--- config.mk ---
export PLATFORM = sky130hd
export DESIGN_NAME = serve_window_flat
export DESIGN_NICKNAME = d
export VERILOG_FILES = /design/src/rtl/overcooked_pkg.sv /design/src/rtl/serve_window_if.sv /design/src/rtl/serve_space.sv /design/src/rtl/serve_window.sv /design/src/flat_wrapper.sv
export SDC_FILE = /design/constraint.sdc
export NUM_CORES = 1
export LEC_CHECK = 0
export BUFFER_PORTS_ARGS = -buffer_cell sky130_fd_sc_hd__buf_2
export CORE_UTILIZATION = 30
export DETAILED_ROUTE_END_ITERATION = 16
export PLACE_DENSITY_LB_ADDON = 0.15
export SLEW_MARGIN = 20
export SYNTH_ARGS = -nofsm -noshare
export SYNTH_HDL_FRONTEND = slang
export SYNTH_HIERARCHICAL = 1
export SYNTH_SLANG_ARGS = --single-unit
--- constraint.sdc ---
create_clock -name clock -period 4.05 [get_ports clock]
set_input_delay 0.6075 -clock clock [delete_from_list [all_inputs] [get_ports clock]]
set_output_delay 0.6075 -clock clock [all_outputs]
set_load 0.03 [all_outputs]
--- src/rtl/overcooked_pkg.sv ---
// Shared types and sizes for the serving window: dish codes, per-space FSM
// states and the fixed player/space counts.
package overcooked_pkg;

  localparam int NUM_SPACES  = 2;
  localparam int NUM_PLAYERS = 2;
  localparam int DISH_W      = 4;

  typedef enum logic [DISH_W-1:0] {
    DISH_NONE        = 4'd0,
    DISH_ONION_SOUP  = 4'd1,
    DISH_TOMATO_SOUP = 4'd2,
    DISH_SALAD       = 4'd3,
    DISH_BURGER      = 4'd4,
    DISH_PASTA       = 4'd5
  } dish_t;

  typedef enum logic [1:0] {
    SPACE_EMPTY,
    SPACE_PRESENT,
    SPACE_CLEAR
  } space_state_t;

endpackage

--- src/rtl/serve_window_if.sv ---
// Player drop, scorer and result signals of the serving window.
// master = players/scorer side, slave = serve_window.
interface serve_window_if
  import overcooked_pkg::*;
#(
  parameter int CNT_W = 8
) ();

  logic [NUM_PLAYERS-1:0]             drop_req;
  logic [NUM_PLAYERS-1:0]             drop_space;
  logic [NUM_PLAYERS-1:0][DISH_W-1:0] drop_dish;
  logic [NUM_SPACES-1:0][DISH_W-1:0]  out_spaces;
  logic [NUM_SPACES-1:0][DISH_W-1:0]  check_spaces;
  logic [NUM_PLAYERS-1:0]             drop_ack;
  logic [NUM_PLAYERS-1:0]             drop_busy;
  logic [NUM_SPACES-1:0]              reject_pulse;
  logic [CNT_W-1:0]                   served_count;
  logic [CNT_W-1:0]                   rejected_count;

  modport master (
    output drop_req, drop_space, drop_dish, out_spaces,
    input  check_spaces, drop_ack, drop_busy, reject_pulse,
           served_count, rejected_count
  );

  modport slave (
    input  drop_req, drop_space, drop_dish, out_spaces,
    output check_spaces, drop_ack, drop_busy, reject_pulse,
           served_count, rejected_count
  );

endinterface

--- src/rtl/serve_space.sv ---
// One serving space: EMPTY -> PRESENT -> CLEAR -> EMPTY.
// Timeout rejection and its wait counter exist only with SERVE_TIMEOUT_EN.
module serve_space
  import overcooked_pkg::*;
#(
  parameter int TIMEOUT_CYCLES = 300
) (
  input  logic              clock,
  input  logic              reset,
  input  logic              load,
  input  logic [DISH_W-1:0] load_dish,
  input  logic [DISH_W-1:0] out_dish,
  output logic [DISH_W-1:0] check_dish,
  output logic              accepting,
  output logic              served,
  output logic              rejected
);

  space_state_t      state_q, state_d;
  logic [DISH_W-1:0] dish_q, dish_d;
  logic              timeout;

`ifdef SERVE_TIMEOUT_EN
  localparam int WAIT_W = (TIMEOUT_CYCLES > 1) ? $clog2(TIMEOUT_CYCLES) : 1;
  localparam logic [WAIT_W-1:0] WAIT_LAST = WAIT_W'(TIMEOUT_CYCLES - 1);

  logic [WAIT_W-1:0] wait_q;

  // Held at zero outside PRESENT so every presentation starts counting from 0.
  always_ff @(posedge clock) begin
    if (reset || state_q != SPACE_PRESENT) wait_q <= '0;
    else                                   wait_q <= wait_q + 1'b1;
  end

  assign timeout = (wait_q == WAIT_LAST);
`else
  assign timeout = 1'b0;
`endif

  // NOTE: state registers use non-blocking assignments so every flop samples
  // pre-edge values regardless of process ordering.
  always_ff @(posedge clock) begin
    if (reset) begin
      state_q <= SPACE_EMPTY;
      dish_q  <= DISH_NONE;
    end else begin
      state_q <= state_d;
      dish_q  <= dish_d;
    end
  end

  // NOTE: every output of this block is defaulted first; a path that leaves
  // one unassigned would infer a latch.
  always_comb begin
    state_d  = state_q;
    dish_d   = dish_q;
    served   = 1'b0;
    rejected = 1'b0;
    unique case (state_q)
      SPACE_EMPTY: begin
        if (load) begin
          state_d = SPACE_PRESENT;
          dish_d  = load_dish;
        end
      end
      SPACE_PRESENT: begin
        // Consumption is checked first so it beats a simultaneous timeout.
        if (out_dish == DISH_NONE) begin
          served  = 1'b1;
          state_d = SPACE_CLEAR;
          dish_d  = DISH_NONE;
        end else if (timeout) begin
          rejected = 1'b1;
          state_d  = SPACE_CLEAR;
          dish_d   = DISH_NONE;
        end
      end
      SPACE_CLEAR: state_d = SPACE_EMPTY;
      default: begin
        state_d = SPACE_EMPTY;
        dish_d  = DISH_NONE;
      end
    endcase
  end

  assign check_dish = dish_q;
  assign accepting  = (state_q == SPACE_EMPTY);

endmodule

--- src/rtl/serve_window.sv ---
// Serving window: two independent serving spaces, player arbitration and
// saturating served/rejected totals. Timeout rejection needs SERVE_TIMEOUT_EN.
module serve_window
  import overcooked_pkg::*;
#(
  parameter int TIMEOUT_CYCLES = 300,
  parameter int CNT_W          = 8
) (
  input logic           clock,
  input logic           reset,
  serve_window_if.slave bus
);

  logic [NUM_SPACES-1:0]             accepting, load, served_evt, reject_evt;
  logic [NUM_SPACES-1:0][DISH_W-1:0] load_dish, check_dish;
  logic [NUM_PLAYERS-1:0]            ack_d, busy_d, ack_q, busy_q;
  logic [NUM_SPACES-1:0]             reject_q;
  logic [CNT_W-1:0]                  served_q, rejected_q;
  logic [1:0]                        n_served, n_rejected;

  for (genvar s = 0; s < NUM_SPACES; s++) begin : g_space
    serve_space #(
      .TIMEOUT_CYCLES(TIMEOUT_CYCLES)
    ) u_space (
      .clock      (clock),
      .reset      (reset),
      .load       (load[s]),
      .load_dish  (load_dish[s]),
      .out_dish   (bus.out_spaces[s]),
      .check_dish (check_dish[s]),
      .accepting  (accepting[s]),
      .served     (served_evt[s]),
      .rejected   (reject_evt[s])
    );
  end

  // Players are scanned in index order, so player 0 claims a contested space.
  always_comb begin
    ack_d     = '0;
    busy_d    = '0;
    load      = '0;
    load_dish = '0;
    for (int p = 0; p < NUM_PLAYERS; p++) begin
      if (bus.drop_req[p] && bus.drop_dish[p] != DISH_NONE) begin
        if (accepting[bus.drop_space[p]] && !load[bus.drop_space[p]]) begin
          load[bus.drop_space[p]]      = 1'b1;
          load_dish[bus.drop_space[p]] = bus.drop_dish[p];
          ack_d[p]                     = 1'b1;
        end else begin
          busy_d[p] = 1'b1;
        end
      end
    end
  end

  function automatic logic [CNT_W-1:0] sat_add(input logic [CNT_W-1:0] base,
                                               input logic [1:0]       inc);
    logic [CNT_W:0] sum;
    sum = {1'b0, base} + (CNT_W + 1)'(inc);
    return sum[CNT_W] ? '1 : sum[CNT_W-1:0];
  endfunction

  assign n_served   = 2'($countones(served_evt));
  assign n_rejected = 2'($countones(reject_evt));

  // With the timeout disabled reject_evt is constant 0, so the reject pulse
  // and rejected_count reduce to constant zero.
  always_ff @(posedge clock) begin
    if (reset) begin
      ack_q      <= '0;
      busy_q     <= '0;
      reject_q   <= '0;
      served_q   <= '0;
      rejected_q <= '0;
    end else begin
      ack_q      <= ack_d;
      busy_q     <= busy_d;
      reject_q   <= reject_evt;
      served_q   <= sat_add(served_q, n_served);
      rejected_q <= sat_add(rejected_q, n_rejected);
    end
  end

  assign bus.check_spaces   = check_dish;
  assign bus.drop_ack       = ack_q;
  assign bus.drop_busy      = busy_q;
  assign bus.reject_pulse   = reject_q;
  assign bus.served_count   = served_q;
  assign bus.rejected_count = rejected_q;

endmodule

--- src/flat_wrapper.sv ---
// flat-port wrapper written by rule: the top's interface ports become plain ports
module serve_window_flat import overcooked_pkg::*;
#(
  parameter int TIMEOUT_CYCLES = 300,
  parameter int CNT_W          = 8
)
  (clock, reset, bus_drop_req, bus_drop_space, bus_drop_dish, bus_out_spaces, bus_check_spaces, bus_drop_ack, bus_drop_busy, bus_reject_pulse, bus_served_count, bus_rejected_count);
  serve_window_if #(.CNT_W(CNT_W)) bus_i ();
  input logic clock;
  input logic reset;
  input wire logic [$bits(bus_i.drop_req)-1:0] bus_drop_req;
  input wire logic [$bits(bus_i.drop_space)-1:0] bus_drop_space;
  input wire logic [$bits(bus_i.drop_dish)-1:0] bus_drop_dish;
  input wire logic [$bits(bus_i.out_spaces)-1:0] bus_out_spaces;
  output wire logic [$bits(bus_i.check_spaces)-1:0] bus_check_spaces;
  output wire logic [$bits(bus_i.drop_ack)-1:0] bus_drop_ack;
  output wire logic [$bits(bus_i.drop_busy)-1:0] bus_drop_busy;
  output wire logic [$bits(bus_i.reject_pulse)-1:0] bus_reject_pulse;
  output wire logic [$bits(bus_i.served_count)-1:0] bus_served_count;
  output wire logic [$bits(bus_i.rejected_count)-1:0] bus_rejected_count;
  assign bus_i.drop_req = bus_drop_req;
  assign bus_i.drop_space = bus_drop_space;
  assign bus_i.drop_dish = bus_drop_dish;
  assign bus_i.out_spaces = bus_out_spaces;
  assign bus_check_spaces = bus_i.check_spaces;
  assign bus_drop_ack = bus_i.drop_ack;
  assign bus_drop_busy = bus_i.drop_busy;
  assign bus_reject_pulse = bus_i.reject_pulse;
  assign bus_served_count = bus_i.served_count;
  assign bus_rejected_count = bus_i.rejected_count;
  serve_window #(.TIMEOUT_CYCLES(TIMEOUT_CYCLES), .CNT_W(CNT_W)) u_core (.clock(clock), .reset(reset), .bus(bus_i));
endmodule
==> results.txt <==
RSZ-0062 raised after global routing -> no
max incr delay on CP -> 540 ps
r2r endpoint -> u_core/g_space[1].u_space/check_dish[0]$_SDFFE_PP0P_
share of layout cells above drive strength 1 -> 29.3%
yosys warns -> 6
Final Instance Area -> 0.00209 sq mm
CP startpoint -> bus_out_spaces[1]
later-pin clock latency in the skew report -> 280 ps
CP Class -> in2reg
drc violations -> 0
die height -> 76.7 microns
Leak -> 0.871 nW
Overflow after GRT -> 0
grt peak-use layer -> met2
ys async rst share -> 0%
Slew headroom -> 57.2%
number of flops mapped to enable cells by yosys -> 0
CTS resizes -> 0
number of buffers inserted by hold repair at cts -> 0
Crit. End Element -> flip-flop
min Tclk post-route -> 2460 ps
global-route wire length before repair -> 6430 microns
crit path capture -> u_core/bus.served_count[1]$_SDFF_PP0_
final period utilization -> 60.9%
starting density of the core -> 32.0%
Hold Vio Cnt, Final -> 0
CTS H-tree lvls -> 2
Syn Nets -> 200
Area Overhead vs Synth -> 24.6%
share of the synthesized area in the top cell type -> 40.6%
synth top area cells -> dfxtp_1, a22o_1, a21oi_1
RD Place Congestion -> 0.844
Worst VDD drop -> 222 uV
Pins Over Slew Limit -> 0
arrival time of the worst setup path -> 2670 ps
cell area after synthesis -> 0.00168 sq mm
mean area per synthesized cell -> 9.63 sq um
reg-to-reg startpoint -> u_core/g_space[1].u_space/state_q[0]$_SDFFE_PP0P_
number of library cell types mapped by synthesis -> 48
clk slew on worst S/H paths -> 70 ps
cell taking the most area after synthesis -> dfxtp_1
Num CTS Buffers -> 5
Synth Flop Type -> dfxtp_1
# clock sinks -> 34
status -> finished, final reports clean
core footprint -> 0.00524 sq mm
detailed router's first-iteration violation count -> 53
Max Cap Viol -> 0
R2R setup slack -> 1910 ps
Longest Clk Path Bufs -> 2
Cells after Synth -> 174
vias -> 1531
IO Pins -> 52
post-route ant nets -> 0
final clock skew -> 4.82 ps
Slowest-stage cell, CP -> or4_4
Final HPWL DP -> 2830 microns
Final Total Pwr -> 748 uW
CP Launch Type -> input port
pwr/cell area -> 359 mW/mm^2
grt met3 use -> 4.76%
GRT met1 Usage -> 16.6%
DIE WIDTH -> 76.7 microns
#FFs+latches synth -> 34
initial antenna violation count -> 0
most frequent cell after synthesis -> dfxtp_1
Diodes inserted -> 0
cell row count -> 26
Final setup viols -> 0
register area share after synthesis -> 40.6%
TNS Setup -> 0 ps
Worst Tran Pin Value -> 641 ps
crit-path max FO -> 5
DRT Wirelength -> 3860 microns
HP Class -> reg2reg
PortBufs -> 51
DRT Pass-1 Iters -> 4
Layout fillers -> 545
number of global-route vias before repair -> 1404
Post-Layout Cell Count -> 299
DP Cell Count -> 291
area post-placement -> 0.00200 sq mm
Avg WL per Cell -> 12.9 microns
Synth top cells by count -> dfxtp_1, a21oi_1, nand3_1, a22o_1, a31oi_1
DIE AREA -> 0.00589 sq mm
DR vias/cell -> 5.12
Root Driver -> clkbuf_8
setup bufs post-CTS -> 0
largest net degree at the start of global routing -> 38
Reg2Reg Depth -> 6
f_max -> 406 MHz
Final Util -> 39.8%
GRT met2 Usage -> 22.1%
Post-layout nets -> 254
worst path cell trace -> buf_2 > or4_4 > nor3b_2 > fa_1 > ha_1 > and4_1 > nand4_1 > a21oi_1
WP data required -> 4260 ps
GRT Util Overall -> 13.7%
CTS tree -> yes
==> state kept, by name (all words and copies together) (netlist names) <==
signal	cells
u_core/bus.drop_ack	2
u_core/bus.drop_busy	2
u_core/bus.reject_pulse	2
u_core/bus.rejected_count	8
u_core/bus.served_count	8
u_core/g_space.u_space/check_dish	8
u_core/g_space.u_space/state_q	4
==> worst max-delay path: cells and delay by family <==
| kind | cells | cell delay, ps |
|---|---|---|
| and+or+nand+nor | 4 | 1280 |
| adders and majority gates | 2 | 490 |
| AOI/OAI and AO/OA | 1 | 200 |
| buffers and inverters | 1 | 90 |
==> through the flow <==
stage	hold slack, ps	setup slack [ps]
floorplan	506	1610
global placement	491	1310
detailed placement	498	1280
CTS	508	1580
global route	524	1430
finish	503	1590
==> power breakdown <==
part	switching (mW)	internal (mW)	leakage (nW)
clock network	0.119	0.137	0.0482
registers	0.0119	0.348	0.276
logic	0.0824	0.0497	0.547
total	0.213	0.535	0.871
==> cell families (layout without fill, tap and decap cells) <==
logic type,after synthesis,count (layout),share of synthesized area (%)
buffers and inverters,11,66,2.91
adders and majority gates,4,4,3.88
and+or+nand+nor,65,65,25.2
AOI/OAI and AO/OA,51,51,23.0
xor gates and xnor gates,3,3,1.57
muxes,4,4,2.39
DFF,34,34,40.6
other,2,2,0.448
==> layer usage <==
layer / vias to the layer above / part of all wire, %
li1: 778 / -
met1: 693 / 45
met2: 52 / 46
met3: 8 / 7.2
met4: 0 / 1.7
met5: - / 0
==> how the worst min path moves through the flow <==
stage / slack, ps / depth (start not counted) / endpoint / startpoint
4_1_cts: 510 / 2 / u_core/g_space[0].u_space/check_dish[0]$_SDFFE_PP0P_ / u_core/g_space[0].u_space/check_dish[0]$_SDFFE_PP0P_
3_5_place_dp: 500 / 2 / u_core/g_space[0].u_space/check_dish[0]$_SDFFE_PP0P_ / u_core/g_space[0].u_space/check_dish[0]$_SDFFE_PP0P_
5_1_grt: 520 / 2 / u_core/g_space[1].u_space/check_dish[0]$_SDFFE_PP0P_ / u_core/g_space[1].u_space/check_dish[0]$_SDFFE_PP0P_
6_report: 500 / 2 / u_core/g_space[1].u_space/check_dish[0]$_SDFFE_PP0P_ / u_core/g_space[1].u_space/check_dish[0]$_SDFFE_PP0P_
2_1_floorplan: 510 / 1 / u_core/g_space[0].u_space/check_dish[0]$_SDFFE_PP0P_ / u_core/g_space[0].u_space/state_q[0]$_SDFFE_PP0P_
3_3_place_gp: 490 / 2 / u_core/g_space[1].u_space/check_dish[0]$_SDFFE_PP0P_ / u_core/g_space[1].u_space/check_dish[0]$_SDFFE_PP0P_
==> layout make-up <==
class	count	area, sq um	area share (%)
well taps	70	87.6	4.20
clock buffers	7	86.3	4.14
repair buffers	51	255	12.2
multi-input cells	129	946	45.3
inverters	7	26.3	1.26
flip-flops and latches	34	681	32.6
clock inverters	1	5.00	0.240
==> cell usage in the layout (no fill, tap or decap), types with 3 or more instances in the layout <==
cell type  instances
a21oi_1           12
a22o_1             8
a311oi_1           5
a31oi_1            7
and2b_1            4
and3_1             4
buf_2             51
clkbuf_8           6
dfxtp_1           34
inv_1              6
mux2i_1            4
nand2_1            5
nand2b_1           5
nand3_1           11
nand3b_1           3
nand4_1            3
nor2b_1            4
nor3_1             5
o21ai_0            3
o32ai_1            4
Power figures use the tool's default switching activity.
